**src/rtl/l1_pkg.sv**
```systemverilog
// Constants shared by the layer-1 serializer and deserializer.
package l1_pkg;

  localparam int unsigned L1_WIDTH      = 8;
  localparam logic        L1_SLOT_LANE0 = 1'b0;
  localparam logic        L1_SLOT_LANE1 = 1'b1;

endpackage

```
**src/rtl/demux1_l1.sv**
```systemverilog
// Layer-1 1:2 deserializer: splits the interleaved clk_2f byte lane back into
// two paired lanes that update together once per clk_f period.
module demux1_l1
  import l1_pkg::*;
#(
  parameter int unsigned WIDTH = L1_WIDTH
) (
  input  logic             clk_2f,
  input  logic             reset,
  input  logic [WIDTH-1:0] data_00,
  input  logic             valid_00,
  output logic [WIDTH-1:0] data_0,
  output logic             valid_0,
  output logic [WIDTH-1:0] data_1,
  output logic             valid_1,
  output logic             phase_f
);

  logic             sel;
  logic             hold_v0;
  logic [WIDTH-1:0] hold_d0;

  always_ff @(posedge clk_2f) begin
    if (reset) begin
      sel     <= L1_SLOT_LANE0;
      hold_v0 <= 1'b0;
      hold_d0 <= '0;
      data_0  <= '0;
      valid_0 <= 1'b0;
      data_1  <= '0;
      valid_1 <= 1'b0;
    end else begin
      sel <= ~sel;
      if (sel == L1_SLOT_LANE0) begin
        hold_v0 <= valid_00;
        if (valid_00) hold_d0 <= data_00;
      end else begin
        // Both lanes commit on the lane-1 edge so they stay aligned for a clk_f period.
        valid_0 <= hold_v0;
        if (hold_v0) data_0 <= hold_d0;
        valid_1 <= valid_00;
        if (valid_00) data_1 <= data_00;
      end
    end
  end

  assign phase_f = sel;

endmodule

```
**config.mk**
```make
export PLATFORM = sky130hd
export DESIGN_NAME = demux1_l1
export DESIGN_NICKNAME = d
export VERILOG_FILES = /design/src/rtl/l1_pkg.sv /design/src/rtl/demux1_l1.sv
export SDC_FILE = /design/constraint.sdc
export NUM_CORES = 1
export LEC_CHECK = 0
export BUFFER_PORTS_ARGS = -buffer_cell sky130_fd_sc_hd__buf_2
export CAP_MARGIN = 10
export CELL_PAD_IN_SITES_DETAIL_PLACEMENT = 1
export CELL_PAD_IN_SITES_GLOBAL_PLACEMENT = 1
export CORE_ASPECT_RATIO = 1.5
export CORE_MARGIN = 2
export CORE_UTILIZATION = 40
export DETAILED_ROUTE_END_ITERATION = 8
export PLACE_DENSITY_LB_ADDON = 0.15
export SLEW_MARGIN = 20
export SYNTH_ARGS = -nofsm -noshare
export SYNTH_HDL_FRONTEND = slang
export SYNTH_SLANG_ARGS = --single-unit
```
**constraint.sdc**
```tcl
create_clock -name clk_2f -period 1.4 [get_ports clk_2f]
set_clock_uncertainty 0.05 [all_clocks]
set_input_delay 0.28 -clock clk_2f [delete_from_list [all_inputs] [get_ports clk_2f]]
set_output_delay 0.28 -clock clk_2f [all_outputs]
set_load 0.1 [all_outputs]
```
==> impl_metrics.yaml, run 1 <==
clocking:
  clkTransAtPathRegs_ns: 0.10
  cts_sinks: 28
  htree_levels: 1
  postCtsSetupRepairBufs: 0
  cts_buffers: 3
  cts_tree: "yes"
  clk_latency_ns: 0.28
  clock_path_buffers: 2
  root_buffer: "clkbuf_8"
finish:
  antennaDiodeCount: 0
  final_net_count: 141
  instances_no_fill: 166
  area_growth_pct: 33.37
  drive_gt1_share_pct: 29.46
  postLayoutCellArea_sq_um: 1520
logic_synthesis:
  synth_area_sq_um: 1140
  synth_cell_types: 13
  synth_cells: 103
  ys_async_sr_fraction_pct: 0
  syn-num-nets: 114
  synth_most_common_cell: "nand2b_1"
  synth_edf_count: 0
  synth-main-ff-cell: "dfxtp_1"
  ys_ff_latch: 28
  synth_common_cells: "33 x nand2b_1, 28 x dfxtp_1, 25 x mux2i_1"
  ys_warn_count: 0
  synth_area_per_cell_sq_um: 11.07
  synth_area_leader_cell: "dfxtp_1"
  synth.top_cell.area_share_pct: 49.18
  synth.top_cells.by_area: "dfxtp_1 49%, mux2i_1 22%, nand2b_1 18%"
  synth_seq_area_share_pct: 49.18
critical_path:
  critPathTopFamily: "flip-flops"
  cp_max_fo: 2
  cp-start-kind: "flop"
  cp.required_ns: 1.07
  crit_path_cell_trace: "clkbuf_4"
  end_kind: "output pin"
  crit_arrival_ns: 0.97
  max_stage_delay_ns: 0.36
  worst_path_max_delay_cell: "dfxtp_1"
  crit_type: "reg -> out"
  crit_buf_inv: 1
routing:
  drt_iter0_drc: 10
  viasPerCell: 4.693
  drt-total-wl_microns: 2263
  drc: 0
  wl_per_cell_microns: 13.63
  detail-route-antenna-nets: 0
  dr.pass1.iters: 2
  vias: 779
place:
  gp_congestion: 0.7201
  dp.cells: 162
  port_buffers: 29
  placed_cell_area_sq_um: 1426
  place_ws_ns: 0.2486
  dp_hpwl_microns: 1669
grt:
  grt_pass1_wl_microns: 3781
  use_met2_pct: 26.28
  grt_use_met1_pct: 18.46
  grt_max_degree: 37
  overflow: 0
  grt_pass1_vias: 846
  grtUsageMet3_pct: 3.385
  antenna_found_initial: 0
  grtUsageTotal_pct: 15.75
  globalRoute.busiestLayer: "met2"
timing:
  max_freq_ghz: 0.7670
  rsz0062_at_grt: "no"
  relSlewSlack_pct: 68.85
  slew_viol_final: 0
  finalCritPeriodShare_pct: 93.12
  hold_viol_final: 0
  period_minus_slack_ns: 1.304
  setup_tns_ns: 0
  setup_ws_ns: 0.09625
  worst_slew_pin_slew_ns: 0.4672
  setup_viol: 0
floorplanning:
  die-area_sq_um: 3301
  die_x_microns: 47.59
  core_area_sq_um: 2705
  initial_core_util_pct: 42.14
  io_pins: 30
  fp.dieH_microns: 69.38
  core.rowCount: 23
pwr:
  swShare_pct: 25.91
  ir_worst_vdd_v: 0.0006446
  power_density_nw_per_um2: 1180
  power_frac_clock_pct: 35.4
  internal-power_mw: 1.329
  power.switching_uw: 464.7
  pwr-share-seq_pct: 47.6
  p_comb_share_pct: 16.9
  p_leak_nw: 0.6397
hold_path:
  hold_path_class: "in -> reg"
flow_run:
  maxCapViolations: 0
status:
  status: "finished clean"
[stage by stage]
stage               hold slack, ns  utilization [%]  power (mW)
detailed placement          0.4228            52.73       1.178
CTS                         0.2219            55.46       1.811
floorplan                   0.3772                -       1.091
finish                      0.2196            56.20       1.794
global route                0.2332            56.20       1.873
global placement            0.4054            52.73       1.172
[area by class of cell]
cell class | count | area [sq um]
Sequential cell | 28 | 561.8
Multi-Input combinational cell | 67 | 515.5
Clock inverter | 1 | 30.03
Clock buffer | 3 | 41.29
Fill cell | 313 | 1185
Timing Repair Buffer | 30 | 325.3
Tap cell | 37 | 46.29
[power by group through the flow]
| stage | logic, mW | registers, mW | clock network [mW] |
|---|---|---|---|
| detailed placement | 0.305 | 0.874 | 0 |
| global placement | 0.300 | 0.872 | 0 |
| floorplan | 0.106 | 0.985 | 0 |
| global route | 0.319 | 0.859 | 0.695 |
| CTS | 0.306 | 0.855 | 0.649 |
| finish | 0.303 | 0.855 | 0.636 |
[tightest hold or removal path: stages]
cell and delay, ns:
buf_2 0.09, nand2b_1 0.07, mux2i_1 0.06
[sequential cells by signal, indices dropped and copies added (netlist names)]
name     count
hold_d0      8
data_0       8
phase_f      1
valid_0      1
data_1       8
valid_1      1
hold_v0      1
[cell usage in the layout (no fill, tap or decap), types with 2 or more instances in the layout]
master	instances
a21oi_1	2
and2_4	2
buf_12	10
buf_2	10
buf_4	2
clkbuf_4	8
clkbuf_8	3
dfxtp_1	27
mux2i_1	25
nand2b_1	33
nor2_1	2
[cells by family (layout without fill, tap and decap cells)]
kind of cell	Yosys count	count (layout)	synth area share (%)
flops	28	28	49.18
simple gates	40	40	22.39
mux	25	25	21.95
compound gates	2	2	0.8782
buf+inv	8	34	5.597
[routing by layer]
layer	up-vias	routed length [microns]
met5	-	0
met4	0	39
met3	4	97
met2	20	1178
met1	374	948
li1	381	-
[worst paths after layout]
check / start / depth (start not counted) / slack [ns] / end
worst max-delay path: data_0[6] / 1 / 0.1 / data_0[6]
worst min-delay path: data_00[3] / 3 / 0.22 / hold_d0[3]
worst max register to register: phase_f / 2 / 0.34 / data_1[6]
worst min register to register: data_1[1] / 2 / 0.43 / data_1[1]
[timing repair]
action / in CTS / in global routing
resized for setup: 1 / 8
hold buffers: 0 / 0
endpoints found under the setup margin: 1 / 8
No activity file was read; power rests on OpenSTA's default activity.
==> run 2, diff against run 1 <==
--- a/config.mk
+++ b/config.mk
@@ -12,6 +12,7 @@
 export CORE_ASPECT_RATIO = 1.5
 export CORE_MARGIN = 2
 export CORE_UTILIZATION = 40
+export CTS_BUF_LIST = sky130_fd_sc_hd__clkbuf_8
 export DETAILED_ROUTE_END_ITERATION = 8
 export PLACE_DENSITY_LB_ADDON = 0.15
 export SLEW_MARGIN = 20
==> constraint.sdc (replaced) <==
create_clock -name clk_2f -period 1.6 [get_ports clk_2f]
set_clock_uncertainty 0.05 [all_clocks]
set_input_delay 0.32 -clock clk_2f [delete_from_list [all_inputs] [get_ports clk_2f]]
set_output_delay 0.32 -clock clk_2f [all_outputs]
set_load 0.1 [all_outputs]
==> impl_metrics.yaml, run 2 (same netlist as run 1, synthesis figures left out) <==
status:
  status: "finished clean"
timing:
  max_freq_ghz: 0.6689
  relSlewSlack_pct: 67.62
  setup_viol: 0
  finalCritPeriodShare_pct: 93.44
  hold_viol_final: 0
  period_minus_slack_ns: 1.495
  slew_viol_final: 0
  setup_tns_ns: 0
  worst_slew_pin_slew_ns: 0.4890
  rsz0062_at_grt: "no"
  setup_ws_ns: 0.1049
clocking:
  cts_sinks: 28
  clkTransAtPathRegs_ns: 0.10
  postCtsSetupRepairBufs: 0
  cts_buffers: 3
  htree_levels: 1
  post_cts_resized: 0
  clock_path_buffers: 2
  hold_buffers: 0
  root_buffer: "clkbuf_8"
  clk_latency_ns: 0.27
  cts_tree: "yes"
critical_path:
  max_stage_delay_ns: 0.45
  end_kind: "output pin"
  cp-start-kind: "flop"
  crit_path_cell_trace: "buf_2"
  cp.required_ns: 1.23
  crit_buf_inv: 1
  crit_type: "reg -> out"
  cp_max_fo: 9
  crit_arrival_ns: 1.13
  critPathTopFamily: "buffers and inverters"
  worst_path_max_delay_cell: "buf_2"
hold_path:
  hold_path_class: "in -> reg"
routing:
  viasPerCell: 4.594
  drt-total-wl_microns: 2111
  wl_per_cell_microns: 12.79
  drt_iter0_drc: 4
  dr.pass1.iters: 2
  drc: 0
  detail-route-antenna-nets: 0
  vias: 758
finish:
  instances_no_fill: 165
  final_net_count: 140
  antennaDiodeCount: 0
  reg.largest.list: "data_0 x8, data_1 x8, hold_d0 x8"
  n_fill_cell: 337
  mostFrequentLayoutCell: "nand2b_1"
  final_core_util_pct: 49.54
  area_growth_pct: 17.56
  drive_gt1_share_pct: 28.91
  final_cell_mix: "33 x nand2b_1, 29 x buf_2, 27 x dfxtp_1"
place:
  port_buffers: 29
  dp_hpwl_microns: 1565
  dp.cells: 161
  gp_congestion: 0.6941
  place_ws_ns: 0.3200
grt:
  grtUsageTotal_pct: 14.50
  grt_pass1_vias: 764
  overflow: 0
  grt_pass1_wl_microns: 3491
  antenna_found_initial: 0
  grt_max_degree: 37
pwr:
  p_leak_nw: 0.6093
  power_density_nw_per_um2: 1131
  ir_worst_vdd_v: 0.0007276
  fin_total_pwr_mw: 1.516
floorplanning:
  die_x_microns: 47.59
  initial_core_util_pct: 42.14
  core.rowCount: 23
  fp.dieH_microns: 69.38
  die-area_sq_um: 3301
  io_pins: 30
  core_area_sq_um: 2705
flow_run:
  maxCapViolations: 0
[run 2: cell count changes in the layout (fill, tap and decap cells not counted)]
cell and change:
buf_12 -10, buf_2 +19, buf_4 -2, clkbuf_4 -8
[run 2: metrics by stage]
step / hold WS [ns] / area (sq um)
after floorplan: 0.4078 / 1141
after global placement: 0.4074 / 1269
after detailed placement: 0.4155 / 1269
after CTS: 0.2807 / 1340
after global routing: 0.2908 / 1340
final: 0.2763 / 1340
[run 2: worst paths after layout]
path                                  from    endpoint  slack, ns  cells after the start
worst max register to register     phase_f  hold_d0[1]       0.47                      2
worst min-delay path            data_00[5]  hold_d0[5]       0.28                      3
worst max-delay path               phase_f     phase_f       0.10                      1
worst min register to register   data_0[0]   data_0[0]       0.43                      2
[run 2: final cells by class]
class                   count  area (sq um)  share of cell area (%)
multi-input cells          67         515.5                   38.47
flip-flops and latches     28         561.8                   41.92
repair buffers             29         145.1                   10.83
clock inverters             1         30.03                   2.241
clock buffers               3         41.29                   3.081
well taps                  37         46.29                   3.455
[run 2: per-layer routing]
layer / GRT usage [%] / up-vias / part of all wire (%)
met5: 0 / - / 0
met2: 24.02 / 18 / 53
li1: - / 381 / -
met3: 2.604 / 2 / 4.5
met4: 4.505 / 0 / 0.81
met1: 18.23 / 357 / 42
[run 2: where the power goes]
group / switching [mW] / total, mW / internal, mW
Clock: 0.213 / 0.548 / 0.335
Combinational: 0.164 / 0.228 / 0.0639
Sequential: 0.0142 / 0.740 / 0.726
Total: 0.391 / 1.52 / 1.12
